**src/rtl/seven_seg_scan_reader_if.sv**
```systemverilog
// Bus between a multiplexed 7-segment driver (or a bench) and the scan reader.
// The master drives the scanned anode/segment pins; the reader returns decoded frames.
interface seven_seg_scan_reader_if;
    logic [7:0]  an;
    logic [6:0]  seg;
    logic [19:0] digits;
    logic        frame_valid;
    logic        frame_changed;
    logic        dec_err;
    logic        stale;

    modport master (
        output an,
        output seg,
        input  digits,
        input  frame_valid,
        input  frame_changed,
        input  dec_err,
        input  stale
    );

    modport slave (
        input  an,
        input  seg,
        output digits,
        output frame_valid,
        output frame_changed,
        output dec_err,
        output stale
    );
endinterface

```
**src/rtl/seven_seg_scan_reader.sv**
```systemverilog
// Samples a scanned active-low 4-digit 7-segment display, rejects ghosting with a
// dwell filter, decodes each settled digit back to its symbol code and emits frames.
module seven_seg_scan_reader #(
    parameter int SETTLE  = 1024,
    parameter int TIMEOUT = 2000000
) (
    input  logic                  clk_100Mhz,
    input  logic                  RST_n,
    seven_seg_scan_reader_if.slave bus
);

    localparam logic [15:0] SETTLE_LAST = 16'(SETTLE - 2);
    localparam logic [15:0] STAB_MAX    = 16'hFFFF;
    localparam logic [23:0] TMO_MAX     = 24'(TIMEOUT);
    localparam logic [4:0]  CODE_BLANK  = 5'd19;
    localparam logic [4:0]  CODE_BAD    = 5'd31;

    // Maps an active-high gfedcba pattern to its symbol code; S shares 6D with 5.
    function automatic logic [4:0] decode_pattern(input logic [6:0] pat);
        logic [4:0] code;
        case (pat)
            7'h3F:   code = 5'd0;
            7'h06:   code = 5'd1;
            7'h5B:   code = 5'd2;
            7'h4F:   code = 5'd3;
            7'h66:   code = 5'd4;
            7'h6D:   code = 5'd5;
            7'h7D:   code = 5'd6;
            7'h07:   code = 5'd7;
            7'h7F:   code = 5'd8;
            7'h6F:   code = 5'd9;
            7'h77:   code = 5'd10;
            7'h71:   code = 5'd11;
            7'h3D:   code = 5'd12;
            7'h30:   code = 5'd13;
            7'h38:   code = 5'd14;
            7'h5C:   code = 5'd15;
            7'h73:   code = 5'd16;
            7'h40:   code = 5'd18;
            7'h00:   code = 5'd19;
            default: code = 5'd31;
        endcase
        return code;
    endfunction

    logic [7:0]       an_r;
    logic [6:0]       seg_r;
    logic [7:0]       prev_an_r;
    logic [6:0]       prev_seg_r;
    logic [15:0]      stab_cnt_r;
    logic [23:0]      tmo_cnt_r;
    logic [3:0]       seen_r;
    logic [3:0][4:0]  digit_r;
    logic [19:0]      digits_r;
    logic             frame_valid_r;
    logic             frame_changed_r;
    logic             dec_err_r;
    logic             stale_r;

    logic             sel_valid_s;
    logic [1:0]       idx_s;
    logic             pair_same_s;
    logic             accept_s;
    logic [4:0]       code_s;
    logic [15:0]      stab_next_s;
    logic [23:0]      tmo_next_s;
    logic [3:0]       seen_set_s;
    logic [3:0]       seen_next_s;
    logic [3:0][4:0]  digit_next_s;
    logic             complete_s;

    // Anode decode: exactly one of the low four anodes active, upper four idle.
    always_comb begin
        sel_valid_s = 1'b0;
        idx_s       = 2'd0;
        if (an_r[7:4] == 4'hF) begin
            case (an_r[3:0])
                4'b1110: begin sel_valid_s = 1'b1; idx_s = 2'd0; end
                4'b1101: begin sel_valid_s = 1'b1; idx_s = 2'd1; end
                4'b1011: begin sel_valid_s = 1'b1; idx_s = 2'd2; end
                4'b0111: begin sel_valid_s = 1'b1; idx_s = 2'd3; end
                default: begin sel_valid_s = 1'b0; idx_s = 2'd0; end
            endcase
        end else begin
            sel_valid_s = 1'b0;
            idx_s       = 2'd0;
        end
    end

    // Dwell filter: the counter saturates so a long dwell is accepted only once.
    always_comb begin
        pair_same_s = (an_r == prev_an_r) && (seg_r == prev_seg_r);
        accept_s    = sel_valid_s && pair_same_s && (stab_cnt_r == SETTLE_LAST);
        code_s      = decode_pattern(~seg_r);
        if (!(sel_valid_s && pair_same_s)) begin
            stab_next_s = 16'd0;
        end else if (stab_cnt_r != STAB_MAX) begin
            stab_next_s = stab_cnt_r + 16'd1;
        end else begin
            stab_next_s = stab_cnt_r;
        end
        if (accept_s) begin
            tmo_next_s = 24'd0;
        end else if (tmo_cnt_r != TMO_MAX) begin
            tmo_next_s = tmo_cnt_r + 24'd1;
        end else begin
            tmo_next_s = tmo_cnt_r;
        end
    end

    // Digit capture and frame assembly, including the digit accepted this edge.
    always_comb begin
        digit_next_s = digit_r;
        seen_set_s   = seen_r;
        seen_next_s  = seen_r;
        complete_s   = 1'b0;
        if (accept_s) begin
            digit_next_s[idx_s] = code_s;
            seen_set_s          = seen_r | (4'b0001 << idx_s);
            if (seen_set_s == 4'hF) begin
                complete_s  = 1'b1;
                seen_next_s = 4'h0;
            end else begin
                complete_s  = 1'b0;
                seen_next_s = seen_set_s;
            end
        end else begin
            digit_next_s = digit_r;
            seen_next_s  = seen_r;
        end
    end

    // All state and registered outputs; reset wins over every other event.
    always_ff @(posedge clk_100Mhz) begin
        if (!RST_n) begin
            an_r            <= 8'hFF;
            seg_r           <= 7'h7F;
            prev_an_r       <= 8'hFF;
            prev_seg_r      <= 7'h7F;
            stab_cnt_r      <= 16'd0;
            tmo_cnt_r       <= 24'd0;
            seen_r          <= 4'h0;
            digit_r         <= {4{CODE_BLANK}};
            digits_r        <= {4{CODE_BLANK}};
            frame_valid_r   <= 1'b0;
            frame_changed_r <= 1'b0;
            dec_err_r       <= 1'b0;
            stale_r         <= 1'b0;
        end else begin
            an_r            <= bus.an;
            seg_r           <= bus.seg;
            prev_an_r       <= an_r;
            prev_seg_r      <= seg_r;
            stab_cnt_r      <= stab_next_s;
            tmo_cnt_r       <= tmo_next_s;
            seen_r          <= seen_next_s;
            digit_r         <= digit_next_s;
            frame_valid_r   <= complete_s;
            frame_changed_r <= complete_s && (digit_next_s != digits_r);
            dec_err_r       <= accept_s && (code_s == CODE_BAD);
            stale_r         <= (tmo_next_s == TMO_MAX);
            if (complete_s) begin
                digits_r <= digit_next_s;
            end else begin
                digits_r <= digits_r;
            end
        end
    end

    assign bus.digits        = digits_r;
    assign bus.frame_valid   = frame_valid_r;
    assign bus.frame_changed = frame_changed_r;
    assign bus.dec_err       = dec_err_r;
    assign bus.stale         = stale_r;

endmodule

```
**src/flat_wrapper.sv**
```systemverilog
// flat-port wrapper written by rule: the top's interface ports become plain ports
module seven_seg_scan_reader_flat 
#(
    parameter int SETTLE  = 1024,
    parameter int TIMEOUT = 2000000
)
  (clk_100Mhz, RST_n, bus_an, bus_seg, bus_digits, bus_frame_valid, bus_frame_changed, bus_dec_err, bus_stale);
  seven_seg_scan_reader_if bus_i ();
  input  logic clk_100Mhz;
  input  logic RST_n;
  input wire logic [$bits(bus_i.an)-1:0] bus_an;
  input wire logic [$bits(bus_i.seg)-1:0] bus_seg;
  output wire logic [$bits(bus_i.digits)-1:0] bus_digits;
  output wire logic [$bits(bus_i.frame_valid)-1:0] bus_frame_valid;
  output wire logic [$bits(bus_i.frame_changed)-1:0] bus_frame_changed;
  output wire logic [$bits(bus_i.dec_err)-1:0] bus_dec_err;
  output wire logic [$bits(bus_i.stale)-1:0] bus_stale;
  assign bus_i.an = bus_an;
  assign bus_i.seg = bus_seg;
  assign bus_digits = bus_i.digits;
  assign bus_frame_valid = bus_i.frame_valid;
  assign bus_frame_changed = bus_i.frame_changed;
  assign bus_dec_err = bus_i.dec_err;
  assign bus_stale = bus_i.stale;
  seven_seg_scan_reader #(.SETTLE(SETTLE), .TIMEOUT(TIMEOUT)) u_core (.clk_100Mhz(clk_100Mhz), .RST_n(RST_n), .bus(bus_i));
endmodule
```
**config.mk**
```make
export PLATFORM = sky130hd
export DESIGN_NAME = seven_seg_scan_reader_flat
export DESIGN_NICKNAME = d
export VERILOG_FILES = /design/src/rtl/seven_seg_scan_reader_if.sv /design/src/rtl/seven_seg_scan_reader.sv /design/src/flat_wrapper.sv
export SDC_FILE = /design/constraint.sdc
export NUM_CORES = 1
export LEC_CHECK = 0
export BUFFER_PORTS_ARGS = -buffer_cell sky130_fd_sc_hd__buf_2
export CORE_MARGIN = 2
export CORE_UTILIZATION = 57
export CTS_BUF_LIST = sky130_fd_sc_hd__clkbuf_4
export CTS_CLUSTER_DIAMETER = 30
export DETAILED_ROUTE_END_ITERATION = 8
export HOLD_SLACK_MARGIN = 0.12
export PLACE_DENSITY = 0.89
export SYNTH_ARGS = -nofsm -noshare
export SYNTH_HDL_FRONTEND = slang
export SYNTH_SLANG_ARGS = --single-unit
```
**constraint.sdc**
```tcl
create_clock -name clk_100Mhz -period 2.49 [get_ports clk_100Mhz]
set_input_delay 0.249 -clock clk_100Mhz [delete_from_list [all_inputs] [get_ports clk_100Mhz]]
set_output_delay 0.249 -clock clk_100Mhz [all_outputs]
set_load 0.05 [all_outputs]
```
==> results of run 1 <==
==> final cells by class <==
cell class | count | area (um^2)
inverter | 10 | 37.5
multi-input combinational | 506 | 3510
clock buffer | 18 | 135
fill | 660 | 2500
sequential | 118 | 2390
timing repair buffer | 132 | 970
clock inverter | 14 | 113
tap | 133 | 166
==> worst max-delay path, cell delays in order, from the launching register on <==
cell	delay, ps
dfxtp_1	370
buf_4	190
and4b_1	210
o21ai_0	330
o221a_2	290
and3_4	240
a211o_1	220
buf_6	170
nor2_1	60
a31oi_1	260
nand3_1	140
o31a_1	320
==> cell usage in the layout, fill, tap and decap left out, types with 18 or more instances in the layout <==
cell and count:
xnor2_1 33, buf_4 69, nor2_1 81, buf_2 40
clkbuf_4 18, xor2_1 39, nand3_1 32, nand2b_1 38
dfxtp_1 106, nor3_1 18, nand2_1 50
==> per-layer routing <==
layer | up-vias | track usage, % | wire length [um] | share of wire (%)
li1 | 2577 | - | - | -
met2 | 385 | 48.0 | 8650 | 48
met3 | 117 | 7.67 | 1580 | 8.7
met5 | - | 0 | 0 | 0
met1 | 2784 | 33.5 | 6760 | 37
met4 | 0 | 17.2 | 1060 | 5.8
==> final timing paths <==
check / start / endpoint / slack, ps
setup / recovery: u_core.seg_r[1] / u_core.bus.frame_changed / -430
hold / removal: bus_seg[2] / u_core.seg_r[2] / 400
setup reg to reg: u_core.seg_r[1] / u_core.bus.frame_changed / -430
hold reg to reg: u_core.seg_r[5] / u_core.prev_seg_r[5] / 510
==> flip-flops by register name, summed over array words and instances (netlist names), 4 cells and up <==
signal             count
u_core.tmo_cnt_r      24
u_core.prev_an_r       8
u_core.stab_cnt_r     16
u_core.prev_seg_r      7
u_core.bus.digits     20
u_core.an_r            8
u_core.seen_r          4
u_core.seg_r           7
u_core.digit_r        20
==> per-stage QoR <==
stage / hold WS (ps) / power, mW / worst slack [ps] / cell area [um^2] / TNS, ps
6_report: 401 / 3.63 / -426 / 7320 / -1240
3_5_place_dp: 434 / 2.29 / -201 / 6540 / -493
2_1_floorplan: 350 / 2.18 / -138 / 5840 / -138
4_1_cts: 395 / 3.53 / -122 / 7010 / -122
5_1_grt: 392 / 3.73 / -464 / 7320 / -2550
3_3_place_gp: 429 / 2.27 / -53.6 / 6540 / -72.5
==> kinds of logic (layout without fill, tap and decap cells) <==
kind of cell	Yosys count	in the layout	share of synthesized area [%]
flops	118	118	40.6
simple gates	318	318	29.2
buf+inv	47	174	3.51
mux	21	21	3.63
compound gates	83	83	10.0
xor+xnor	79	79	12.0
fa+ha+maj	5	5	1.03
==> power by group <==
| part | switching [mW] | total (mW) | internal [mW] |
|---|---|---|---|
| clock | 0.801 | 1.29 | 0.491 |
| sequential | 0.0341 | 1.95 | 1.91 |
| combinational | 0.209 | 0.391 | 0.181 |
| total | 1.04 | 3.63 | 2.59 |
==> timing repair <==
| action | CTS | global route |
|---|---|---|
| gates resized for setup | 14 | 55 |
| setup buffers | 1 | 9 |
| hold endpoints to repair | 16 | 0 |
| pin swaps | 1 | 8 |
| hold buffers | 16 | 0 |
| endpoints found under the setup margin | 9 | 27 |
==> flow_metrics.py, run 1 <==
metrics = {
    "power": {
        "peakVddDrop_mv": 0.402,
        "pwr_density_cell_nw_per_um2": 496,
        "leakage_nw": 2.85,
    },
    "grt": {
        "grt_pass1_vias": 5451,
        "grt_first_pass_wirelength_mm": 25.6,
        "grt_antenna_before_repair": 0,
        "grt_usage_pct": 29.0,
        "overflow": 0,
        "grt_max_degree": 57,
    },
    "clock_tree": {
        "path_clk_slew_ps": 130,
        "clockBufferDepth": 2,
        "cts_max_level": 4,
        "cts_tree": "done",
        "clkSinkCount": 118,
        "clk_latency_ps": 580,
        "root_buffer": "clkbuf_4",
        "cts_inserted_buffers": 17,
    },
    "synthesis": {
        "syn_area_um2": 5820,
        "synthCells": 671,
        "yosysMostFrequentCell": "dfxtp_1",
        "avgSynthCellArea_um2": 8.67,
        "ys_top_cells_by_count": "118 x dfxtp_1, 85 x nor2_1, 51 x nand2_1",
        "ys.flop_type": "dfxtp_1",
        "synth_top_area_cell": "dfxtp_1",
        "synth_seq_area_share_pct": 40.6,
        "async_reset_ff_share_pct": 0,
        "syn_nets": 692,
        "yosys.area.top_type_share_pct": 40.6,
        "synth_cell_types": 71,
        "synth_edf_count": 0,
        "synthTopCellsByArea": "dfxtp_1 41%, xnor2_1 5.9%, xor2_1 5.9%",
        "synth_warnings": 0,
        "synth-seq-cells": 118,
    },
    "placement": {
        "hpwlAfterDp_mm": 10.3,
        "dp_cells": 873,
        "gp_congestion": 0.930,
        "portBuffers": 40,
    },
    "routing": {
        "wire_per_inst_um": 19.4,
        "firstDrtPassIters": 6,
        "wl_mm": 18.0,
        "drt_iter0_markers": 736,
        "dr_total_vias": 5863,
        "drc": 0,
        "ant_nets": 0,
        "vias_per_cell": 6.30,
    },
    "layout": {
        "antenna_cells": 0,
        "fin_nets": 806,
        "drive_gt1_share_pct": 25.9,
        "syn_to_final_growth_pct": 25.8,
        "stdcell_count": 931,
        "utilization_pct": 74.5,
    },
    "timing": {
        "min_period_over_period_pct": 117,
        "skew_ps": 38.2,
        "tightest_slew_ps": 809,
        "rsz0062_at_grt": "yes",
        "setup_violations": 15,
        "slew_viol_final": 0,
        "hold_violations": 0,
        "fin_ws_ps": -426,
        "min_period_ps": 2920,
        "slew-limit-headroom_pct": 45.6,
        "max_freq_ghz": 0.343,
    },
    "outcome": {
        "violations": "negative setup slack",
        "outcome": "finished, violations left",
    },
    "worst_setup_path": {
        "critPathMaxFanout": 13,
        "critPathLaunchType": "register",
        "cp.arrival_ps": 3370,
        "worstRegToRegCells": 11,
        "cp.required_ps": 2940,
        "endpoint_kind": "register",
        "path_class": "reg -> reg",
    },
    "floorplanning": {
        "row_count": 36,
        "die_h_um": 105,
        "initial_core_util_pct": 59.3,
        "die_w_um": 105,
        "core_area_um2": 9820,
        "dieArea_um2": 11000,
        "io_pins": 41,
    },
    "min_path": {
        "hold_depth": 3,
        "hold_class": "in -> reg",
    },
    "job": {
        "cap_violations": 0,
    },
}
No activity file was read; power rests on OpenSTA's default activity.
==> run 2: changes to the inputs <==
--- a/constraint.sdc
+++ b/constraint.sdc
@@ -3,2 +3,2 @@
 set_output_delay 0.249 -clock clk_100Mhz [all_outputs]
-set_load 0.05 [all_outputs]
+set_load 0.005 [all_outputs]
==> flow_metrics.py, run 2 (synthesis results as in run 1) <==
metrics = {
    "outcome": {
        "outcome": "finished, violations left",
        "violations": "negative setup slack",
    },
    "timing": {
        "hold-worst-slack_ps": 393,
        "slew-limit-headroom_pct": 51.8,
        "slew_viol_final": 0,
        "tightest_slew_ps": 717,
        "min_period_ps": 2760,
        "skew_ps": 29.0,
        "fin_ws_ps": -273,
        "max_freq_ghz": 0.362,
        "rsz0062_at_grt": "yes",
        "hold_violations": 0,
        "min_period_over_period_pct": 111,
        "setup_violations": 26,
    },
    "worst_setup_path": {
        "cp.arrival_ps": 3220,
        "critPathTopFamily": "compound AO/OA/AOI/OAI gates",
        "startpoint": "u_core.seg_r[6]",
        "worst-path-buf-inv": 1,
        "crit_chain": "buf_4, xnor2_1, nand4_1, a311o_2, nor4_4, mux2i_2, xor2_1, o2111ai_1, a21o_1, o31a_1",
        "critPathMaxFanout": 5,
        "critPathMaxStageDelay_ps": 400,
        "timing.rr.end": "u_core.bus.frame_changed",
        "path_class": "reg -> reg",
        "cp.required_ps": 2950,
        "endpoint_kind": "register",
        "reg2reg_from": "u_core.seg_r[6]",
        "cp_slowest_cell": "a311o_2",
        "critPathLaunchType": "register",
        "worstRegToRegCells": 10,
        "rrSetupSlack_ps": -270,
    },
    "routing": {
        "drc": 0,
        "firstDrtPassIters": 5,
        "drt_iter0_markers": 499,
        "vias_per_cell": 5.96,
        "ant_nets": 0,
        "wl_mm": 15.9,
        "dr_total_vias": 5547,
        "wire_per_inst_um": 17.1,
    },
    "grt": {
        "grt_antenna_before_repair": 0,
        "grt_usage_pct": 29.3,
        "grt_max_degree": 33,
        "grt_first_pass_wirelength_mm": 25.9,
        "overflow": 0,
        "grt_pass1_vias": 5479,
    },
    "floorplanning": {
        "io_pins": 41,
        "die_w_um": 105,
        "dieArea_um2": 11000,
        "initial_core_util_pct": 59.3,
        "row_count": 36,
        "die_h_um": 105,
        "core_area_um2": 9820,
    },
    "layout": {
        "regMostFlops": "u_core.tmo_cnt_r",
        "final_cell_mix": "110 x dfxtp_1, 83 x nor2_1, 73 x buf_4, 51 x nand2_1, 40 x buf_2",
        "antenna_cells": 0,
        "fin_nets": 805,
        "drive_gt1_share_pct": 23.3,
        "layout_commonest_cell": "dfxtp_1",
        "seq_area_um2": 2370,
        "largest_reg_flops": 24,
        "nFillCells": 695,
        "syn_to_final_growth_pct": 23.5,
        "multiInputGateArea_um2": 3370,
        "final_cell_area_um2": 7180,
    },
    "min_path": {
        "hold_depth": 3,
        "hold_class": "in -> reg",
        "hold_path_end": "u_core.seg_r[4]",
        "worstHoldStart": "bus_seg[4]",
    },
    "job": {
        "cap_violations": 0,
    },
    "clock_tree": {
        "clk_latency_ps": 570,
        "path_clk_slew_ps": 140,
        "cts_inserted_buffers": 17,
        "root_buffer": "clkbuf_4",
        "clkSinkCount": 118,
        "cts_max_level": 4,
        "cts_tree": "done",
        "clockBufferDepth": 2,
    },
    "placement": {
        "gp_congestion": 0.946,
        "portBuffers": 40,
        "dpl-instance-area_um2": 6600,
        "hpwlAfterDp_mm": 10.1,
        "dp_worst_setup_slack_ps": -237,
    },
    "power": {
        "peakVddDrop_mv": 0.476,
        "pwr_density_cell_nw_per_um2": 526,
        "leakage_nw": 2.85,
    },
}
run 2: cell types whose count changed in the layout (fill, tap and decap cells not counted), moves of 3 or more:
cell / change
inv_6: +5
mux2i_1: +5
buf_4: +4
buf_6: -4
dfxtp_1: +4
dfxtp_4: -4
clkinv_1: -3
clkinv_2: -3
clkinvlp_4: -3
mux2i_4: -3
nor3_1: +3
nor3_2: -3
run 2: worst max-delay path by stage:
| stage | to | slack, ps | cells past startpoint |
|---|---|---|---|
| after CTS | u_core.bus.frame_changed | -60 | 9 |
| after floorplan | u_core.bus.frame_changed | -140 | 10 |
| final | u_core.bus.frame_changed | -270 | 10 |
| after global placement | u_core.bus.frame_changed | -50 | 9 |
| after detailed placement | u_core.bus.frame_changed | -240 | 9 |
| after global routing | u_core.bus.frame_changed | -420 | 9 |
run 2: final cells by class:
cell class | instances | area share [%]
Sequential cell | 118 | 33.0
Clock buffer | 18 | 1.88
Clock inverter | 14 | 2.32
Tap cell | 133 | 2.32
Timing Repair Buffer | 131 | 13.1
Multi-Input combinational cell | 506 | 46.9
Inverter | 10 | 0.523
run 2: metrics by stage:
stage	std cells	total power, mW	util [%]	setup TNS [ps]
global placement	881	2.28	67.2	-49.4
CTS	928	3.76	72.3	-75.7
detailed placement	881	2.29	67.2	-526
global route	930	3.91	73.2	-1840
floorplan	671	2.18	-	-135
finish	930	3.78	73.2	-1790
run 2: timing repair:
| item | CTS | global route |
|---|---|---|
| gates resized for setup | 15 | 15 |
| endpoints found under the hold margin | 15 | 5 |
| setup buffers | 0 | 1 |
| hold buffers | 15 | 1 |
| setup endpoints to repair | 10 | 29 |
| pin swaps | 6 | 1 |
run 2: routing by layer:
layer | track usage [%] | share of wire [%] | vias up
met2 | 49.6 | 48 | 249
met5 | 0 | 0 | -
met3 | 9.36 | 6.9 | 75
li1 | - | - | 2572
met1 | 33.2 | 40 | 2651
met4 | 14.4 | 5.1 | 0
run 2: power breakdown:
group / total (mW) / switching [mW] / internal [mW]
sequential: 1.94 / 0.0258 / 1.92
combinational: 0.365 / 0.191 / 0.174
clock: 1.47 / 0.836 / 0.635
total: 3.78 / 1.05 / 2.72
run 2: worst register-to-register path, cell delays in order, from the launching register on:
cell,delay (ps)
dfxtp_2,370
buf_4,150
xnor2_1,220
nand4_1,170
a311o_2,400
nor4_4,250
mux2i_2,380
xor2_1,190
o2111ai_1,120
a21o_1,180
o31a_1,230
